$ cat config.mk
export PLATFORM = sky130hd
export DESIGN_NAME = ct_wrr_sched
export DESIGN_NICKNAME = d
export VERILOG_FILES = /design/src/rtl/ct_sched_pkg.sv /design/src/rtl/ct_rr_pick.sv /design/src/rtl/ct_wrr_sched.sv
export SDC_FILE = /design/constraint.sdc
export NUM_CORES = 1
export LEC_CHECK = 0
export ABC_AREA = 1
export CAP_MARGIN = 20
export CORE_MARGIN = 2
export CORE_UTILIZATION = 49
export CTS_BUF_LIST = sky130_fd_sc_hd__clkbuf_4 sky130_fd_sc_hd__clkbuf_8
export DETAILED_ROUTE_END_ITERATION = 7
export MAX_ROUTING_LAYER = met4
export PLACE_DENSITY_LB_ADDON = 0.15
export SLEW_MARGIN = 0
export SYNTH_ARGS = -nofsm -noshare
export SYNTH_HDL_FRONTEND = slang
export SYNTH_SLANG_ARGS = --single-unit
$ cat constraint.sdc
create_clock -name clk -period 3.5 [get_ports clk]
set_clock_uncertainty 0.2 [all_clocks]
set_input_delay 0.7 -clock clk [delete_from_list [all_inputs] [get_ports clk]]
set_output_delay 0.7 -clock clk [all_outputs]
set_load 0.01 [all_outputs]
$ cat src/rtl/ct_sched_pkg.sv
// Shared types and helpers for the weighted round-robin grant controller.
// Holds the FSM state enum, index-width function and weight normalisation.
package ct_sched_pkg;

    typedef enum logic {
        IDLE   = 1'b0,
        LOCKED = 1'b1
    } state_t;

    // Bits needed to hold val (at least 1).
    function automatic int CLogB2(input int val);
        int r;
        r = 1;
        for (int i = 1; i < 32; i++) begin
            if ((val >> i) != 0) r = i + 1;
        end
        return r;
    endfunction

    // A zero weight still allows one packet per grant.
    function automatic int unsigned norm_w(input int unsigned w);
        return (w == 0) ? 1 : w;
    endfunction

endpackage

$ cat src/rtl/ct_rr_pick.sv
// Round-robin picker: first requester after 'last', wrapping, last checked last.
// Rotates the request vector so the search starts at last+1, then priority-encodes.
module ct_rr_pick
    import ct_sched_pkg::*;
#(
    parameter int NI     = 4,
    parameter int NIBITS = CLogB2(NI - 1)
) (
    input  logic [NI-1:0]     i_req,
    input  logic [NIBITS-1:0] i_last,
    output logic [NIBITS-1:0] o_idx,
    output logic              o_any
);

    logic [NI-1:0] w_rot;
    int unsigned   w_start;
    int unsigned   w_off;
    int unsigned   w_sum;

    // Rotate, find lowest set bit, map the offset back to an input index.
    always_comb begin
        w_start = 32'(i_last) + 32'd1;
        w_rot   = NI'({i_req, i_req} >> w_start);
        w_off   = 32'd0;
        for (int k = NI - 1; k >= 0; k--) begin
            if (w_rot[k]) w_off = 32'(k);
        end
        w_sum = w_start + w_off;
        if (w_sum >= 32'(NI)) w_sum = w_sum - 32'(NI);
        o_idx = NIBITS'(w_sum);
        o_any = |i_req;
    end

endmodule

$ cat src/rtl/ct_wrr_sched.sv
// Packet-atomic weighted round-robin grant controller for an NI-way merge.
// Grant is held to end-of-packet; up to 'weight' packets per grant.
module ct_wrr_sched
    import ct_sched_pkg::*;
#(
    parameter  int NI     = 4,
    parameter  int WBITS  = 4,
    localparam int NIBITS = CLogB2(NI - 1)
) (
    input  logic                clk,
    input  logic                reset,
    input  logic [NI-1:0]       i_req,
    input  logic [NI*WBITS-1:0] i_weight,
    input  logic                i_xfer,
    input  logic                i_xfer_eop,
    output logic [NIBITS-1:0]   o_grant_idx,
    output logic                o_grant_valid,
    output logic [WBITS-1:0]    o_burst_cnt,
    output logic                o_err
);

    state_t              r_state;
    logic [NIBITS-1:0]   r_grant;
    logic [NIBITS-1:0]   r_last;
    logic                r_valid;
    logic [WBITS-1:0]    r_cnt;
    logic [WBITS-1:0]    r_quota;
    logic                r_err;

    logic [NIBITS-1:0]   w_last;
    logic [NIBITS-1:0]   w_idx;
    logic                w_any;
    logic [WBITS-1:0]    w_wraw;
    logic [WBITS-1:0]    w_quota;
    logic [WBITS-1:0]    w_next;

    // While locked the holder is the RR reference; otherwise the last holder.
    always_comb begin
        w_last  = (r_state == LOCKED) ? r_grant : r_last;
        w_wraw  = i_weight[WBITS*w_idx +: WBITS];
        w_quota = WBITS'(norm_w(32'(w_wraw)));
        w_next  = r_cnt + WBITS'(1);
    end

    ct_rr_pick #(
        .NI     (NI),
        .NIBITS (NIBITS)
    ) u_pick (
        .i_req  (i_req),
        .i_last (w_last),
        .o_idx  (w_idx),
        .o_any  (w_any)
    );

    // Grant FSM: latch pick on idle request, advance only on end-of-packet.
    always_ff @(posedge clk or posedge reset) begin
        if (reset) begin
            r_state <= IDLE;
            r_grant <= '0;
            r_last  <= NIBITS'(NI - 1);
            r_valid <= 1'b0;
            r_cnt   <= '0;
            r_quota <= WBITS'(1);
            r_err   <= 1'b0;
        end else begin
            unique case (r_state)
                IDLE: begin
                    if (i_xfer) r_err <= 1'b1;
                    if (w_any) begin
                        r_state <= LOCKED;
                        r_valid <= 1'b1;
                        r_grant <= w_idx;
                        r_cnt   <= '0;
                        r_quota <= w_quota;
                    end
                end
                LOCKED: begin
                    if (i_xfer && i_xfer_eop) begin
                        if ((w_next < r_quota) && i_req[r_grant]) begin
                            r_cnt <= w_next;
                        end else if (w_any) begin
                            r_last  <= r_grant;
                            r_grant <= w_idx;
                            r_cnt   <= '0;
                            r_quota <= w_quota;
                        end else begin
                            r_state <= IDLE;
                            r_valid <= 1'b0;
                            r_last  <= r_grant;
                        end
                    end
                end
                default: r_state <= IDLE;
            endcase
        end
    end

    assign o_grant_idx   = r_grant;
    assign o_grant_valid = r_valid;
    assign o_burst_cnt   = r_cnt;
    assign o_err         = r_err;

endmodule

* Yosys cells after proc, flatten, opt, wreduce, memory -nomap -nowiden
Index checks and enable logic that the tools add are counted.
W data, S select, Z words.
** Operators by class
- $add $sub $neg :: 4
- $lt $le $gt $ge :: 3
- Eq/ne operators :: 4
- Shift-type cells :: 2
- Multiplexer cells :: 30
- Bitwise operators :: 2
- Reduce and logical (&&, ||, !) cells :: 8
** Operator list (count)
- $ge A32 B3 Y1 const B :: 1
- $shr A8 B32 Y4 :: 1
- $mux W4 :: 7
- $mux W2 :: 9
- $pmux W4 S2 :: 2
- $shiftx A16 B5 Y4 :: 1
- $mux W1 :: 8
- $add A3 B2 Y4 :: 1
- $add A4 B1 Y4 const B :: 1
- $logic_not A4 Y1 :: 1
- $lt A4 B4 Y1 :: 1
- $ne A2 B1 Y1 const B :: 2
- $ne A2 B2 Y1 const B :: 2
- $pmux W1 S2 :: 2
- $pmux W2 S2 :: 1
- $reduce_and A2 Y1 :: 2
- $reduce_and A4 Y1 :: 1
- $reduce_or A4 Y1 :: 1
- $add A2 B1 Y3 const B :: 1
- $lt A2 B3 Y1 const B :: 1
- $reduce_and A3 Y1 :: 1
- $bmux W1 S2 :: 1
- $logic_and A1 B1 Y1 :: 2
- $not A1 Y1 :: 2
- $sub A2 B1 Y2 const B :: 1
** Word-level totals
- Register bits after elaboration :: 15
- Input port bits :: 24
- Word-level logic and storage cells :: 60

* Logic depth before layout (Yosys ltp)
Gate-level depths: netlist of the first run.
- Word-level depth :: 17
- Depth in mapped cells :: 19
- Mapped depth without buffers :: 19

* By module
Synthesis of the first run repeated with hierarchy kept, for this count alone.
** Unflattened totals
- Cells, all modules :: 194
- Area total of the unflattened synthesis :: 1251.2 sq um
** Modules (own cells, without submodules)
- ct_wrr_sched :: times used 1, cells an instance 156, area an instance 1078.5 sq um, seq. area each 379.1 sq um
- ct_rr_pick :: times used 1, cells an instance 38, area an instance 172.7 sq um, seq. area each 0.0 sq um

* Least setup slack after synthesis of the first run
Ideal clock, no wire load.
- Path kind :: input to register
- From :: input i_req[2]
- To :: register r_quota[0]
- Library setup time :: 60 ps
- Arrival :: 2409 ps
- Required time :: 3240 ps
- Slack :: 830 ps
- Stages on the path :: 15
- Path through :: inv_1 -> nand3_1 -> nand2_1 -> nand2_1 -> nand2_1 -> a21oi_1 -> o21bai_1 -> ha_1 -> buf_1 -> mux2_2 -> nand3_1 -> nand2_1 -> nor2_1 -> nand2_1 -> nand2_1
** On the way
- Word-level cells in the longest chain between the ends :: 15
** RTL lines
- start, declared :: line ct_wrr_sched.sv:12 : input logic [NI-1:0] i_req,
- $shr A8 B32 Y4 :: line ct_rr_pick.sv:23 : w_rot = NI'({i_req, i_req} >> w_start);
- $mux W2 (4 in series) :: line ct_rr_pick.sv:26 : if (w_rot[k]) w_off = 32'(k);
- $add A3 B2 Y4 :: line ct_rr_pick.sv:28 : w_sum = w_start + w_off;
- $ge A32 B3 Y1 or $sub A2 B1 Y2 (tied branches) :: line ct_rr_pick.sv:29 : if (w_sum >= 32'(NI)) w_sum = w_sum - 32'(NI);
- $mux W2 :: line ct_rr_pick.sv:29
- $shiftx A16 B5 Y4 :: line ct_wrr_sched.sv:40 : w_wraw = i_weight[WBITS*w_idx +: WBITS];
- $logic_not A4 Y1 :: line ct_sched_pkg.sv:22 : return (w == 0) ? 1 : w;
- $mux W4 :: line ct_sched_pkg.sv:22
- $mux W4 :: line ct_wrr_sched.sv:69, ct_wrr_sched.sv:81
- $mux W4 :: line ct_wrr_sched.sv:79 : if ((w_next < r_quota) && i_req[r_grant]) begin
- $mux W4 :: line ct_wrr_sched.sv:78 : if (i_xfer && i_xfer_eop) begin
- $pmux W4 S2 :: line ct_wrr_sched.sv:66 : unique case (r_state)
- end signal, assigned :: line ct_wrr_sched.sv:74 : r_quota <= w_quota;
- end signal, assigned :: line ct_wrr_sched.sv:85 : r_quota <= w_quota;
- end, declared :: line ct_wrr_sched.sv:27 : logic [WBITS-1:0] r_quota;
Parallel ways exist; a longest one is shown, timed or not. The select of a mux whose other input is x is not followed.
A chain may end at the register's enable or synchronous reset.

* Worst setup path after layout of the first run
Ends and elaborated chain as after synthesis.

==> impl_metrics.csv, run 1 <==
group,metric,value,unit
route,route.detailed.drc,0,
setup_path,max_stage_delay,530,ps
synth,ys_seq_elements,15,
power,p_per_area,845.9,nW/um^2
floorplanning,die_x,52.44,um
synth,syn_area_per_cell,7.278,um^2
route,via_per_inst,5.267,
setup_path,cp_top_family,"simple AND/OR/NAND/NOR gates",
power,p_leak,0.7548,nW
setup_path,required,3540,ps
synth,yosys.area.top_type_share,26.12,%
grt,grt-ovfl-total,0,
synth,yosysMostFrequentCell,"nand2_1",
sta,rsz0062_at_grt,"no",
clocking,htree_levels,1,
sta,finalCritPeriodShare,86.17,%
grt,grt_first_pass_wirelength,4457,um
route,ant_nets,0,
floorplanning,die_h,52.44,um
clocking,insertion_delay,300,ps
grt,grt_pass1_vias,1083,
grt,grt_usage,22.47,%
sta,setup_viol,0,
clocking,tritoncts,"done",
clocking,path_clk_slew,90,ps
status,run_status,"complete, no violations",
synth,synth-seq-area-share,32.97,%
sta,finalWorstSetupSlack,484.1,ps
layout,seq_area,379.1,um^2
sta,final_hold_viol_count,0,
power,ir_drop,0.0005442,V
setup_path,cpMostUsedCell,"nand2_1",
placement,dp_hpwl,2201,um
setup_path,cp_slowest_cell,"clkdlybuf4s50_1",
synth,yosys-top-cells-area,"dfrtp_1 (26%), nand2_1 (15%), nand3_1 (9.6%)",
placement,gp_congestion,0.7597,
route,num_vias,1164,
synth,synth_cells,158,
clocking,post_cts_buffers,0,
clocking,cts.path.max_buffers,2,
setup_path,cp.buffers_inverters,2,
sta,period_needed,3016,ps
setup_path,crit_path_start_kind,"input port",
clocking,ctsResizeCount,0,
setup_path,path_class,"in2reg",
layout,drive_above_1_share,13.99,%
placement,dpl.cell_count,217,
sta,fmax,331.6,MHz
setup_path,cp_max_fo,9,
sta,worst_slew_pin_slew,551.6,ps
synth,syn_nets,187,
floorplanning,ios,32,
floorplanning,dieArea,2750,um^2
flow_run,cap_violations,0,
floorplanning,rows,17,
route,drt_iter0_markers,44,
clocking,clkSinkCount,15,
synth,netlist_top_cells_count,"nand2_1 (45), nand3_1 (22), inv_1 (19), dfrtp_1 (12), o21ai_0 (10)",
grt,grt_max_degree,16,
clocking,ctsHoldBuffers,0,
synth,yosysWarnings,0,
grt,antenna_found_initial,0,
synth,syn-cell-area,1150,um^2
layout,synthToLayoutAreaGrowth,32.97,%
layout,nFillCells,211,
route,firstDrtPassIters,4,
route,wl_per_cell,12.13,um
route,wl,2680,um
clocking,cts_root_buf,"clkbuf_4",
synth,yosysUniqueCellTypes,26,
synth,synthArstFlopShare,100.0,%
layout,post-route-util,69.12,%
sta,tns,0,ps
floorplanning,core_area,2212,um^2
placement,place_area,1499,um^2
layout,nets,223,
synth,synth_edf_count,0,
sta,finalMaxSlewViolations,0,
setup_path,crit_path_end_kind,"flip-flop",
synth,synth_flop_cell,"dfrtp_1",
placement,post-place-ws,186.7,ps
layout,stdcell_count,221,
layout,final_area,1529,um^2
placement,place.port_buffers,31,
floorplanning,start_util,51.98,%
sta,slew_headroom,63.19,%
setup_path,path_cells,"clkdlybuf4s50_1, inv_1, nand3_1, nand2_1, nand2_1, nand2_1, a21oi_1, o21bai_1, ha_1, mux2_2, nand3_1, nand2_1, nor2_1, nand2_1, nand2_1",
synth,synth_top_area_cell,"dfrtp_1",
layout,antenna_cells,0,
setup_path,worstPathArrival,3060,ps
layout,multi_input_area,688.2,um^2
worst_hold_path,min_path_type,"reg2reg",
clocking,numCtsBuffers,3,
-- cell usage in the layout (no fill, tap or decap), drive strengths merged --
cell type,Yosys,layout
nand2,52,52
clkdlybuf4s50,0,31
nand3,23,23
inv,21,21
dfrtp,12,12
o21ai,11,11
a21oi,7,7
mux2,7,7
ha,5,5
nor2,5,5
clkbuf,0,4
xnor2,3,3
dfstp,3,3
nand3b,1,1
nor4,1,1
mux2i,1,1
a31oi,1,1
a32o,1,1
xor2,1,1
o21bai,1,1
a21o,1,1
buf,1,1
-- where the power goes --
part	leakage, nW	switching (W)	total (W)	internal (W)
sequential	0.179	0.0000549	0.000303	0.000248
combinational	0.557	0.000482	0.000879	0.000397
clock	0.0184	0.0000597	0.000112	0.0000522
-- metrics by stage --
| stage | hold WS (ps) | total power (W) |
|---|---|---|
| floorplan | 267.1 | 0.0009543 |
| global placement | 238.8 | 0.001150 |
| detailed placement | 247.1 | 0.001188 |
| CTS | 267.6 | 0.001305 |
| global route | 283.5 | 0.001419 |
| finish | 264.6 | 0.001293 |
-- kinds of logic after synthesis --
group	count (synthesis)	share of synthesized area [%]
flops	15	32.97
simple gates	82	33.08
mux	8	7.726
xor+xnor	4	3.047
buf+inv	22	7.182
compound gates	22	10.56
fa+ha+maj	5	5.441
-- worst paths after layout --
check	from	end	slack [ps]	cells after the start
worst min-delay path	o_err	o_err	260	1
worst max-delay path	i_req[2]	r_quota[0]	480	15
worst max register to register	r_state	r_quota[0]	730	15
max in group asynchronous	reset	r_quota[0]	2190	2
min in group asynchronous	reset	o_grant_valid	540	2
worst min register to register	o_err	o_err	260	1
-- registers in the layout, summed over array words and instances, names as in the netlist --
register	count
o_grant_idx	2
r_state	1
o_burst_cnt	4
r_last	2
r_quota	4
o_err	1
o_grant_valid	1
-- metal layers --
layer / track usage [%] / up-vias / wire (um)
met5: - / - / 0
met4: 5.983 / 0 / 14
met3: 5.143 / 3 / 123
met2: 41.04 / 27 / 1397
met1: 24.28 / 544 / 1144
li1: - / 590 / -
-- cell type report --
class	instances	area share (%)
Timing Repair Buffer	32	20.79
Clock buffer	4	1.964
Sequential cell	15	24.80
Multi-Input combinational cell	121	45.01
Inverter	21	5.155
Tap cell	28	2.291
No activity file was read; power rests on OpenSTA's default activity.
==> inputs of run 2 (changes only) <==
--- a/config.mk
+++ b/config.mk
@@ -6,11 +6,12 @@
 export NUM_CORES = 1
 export LEC_CHECK = 0
 export ABC_AREA = 1
-export CAP_MARGIN = 20
+export CAP_MARGIN = 15
 export CORE_MARGIN = 2
 export CORE_UTILIZATION = 49
 export CTS_BUF_LIST = sky130_fd_sc_hd__clkbuf_4 sky130_fd_sc_hd__clkbuf_8
 export DETAILED_ROUTE_END_ITERATION = 7
+export GPL_ROUTABILITY_DRIVEN = 0
 export MAX_ROUTING_LAYER = met4
 export PLACE_DENSITY_LB_ADDON = 0.15
 export SLEW_MARGIN = 0
==> results of run 2 <==
Final layout, timing and power as in run 1 (identical DEF).
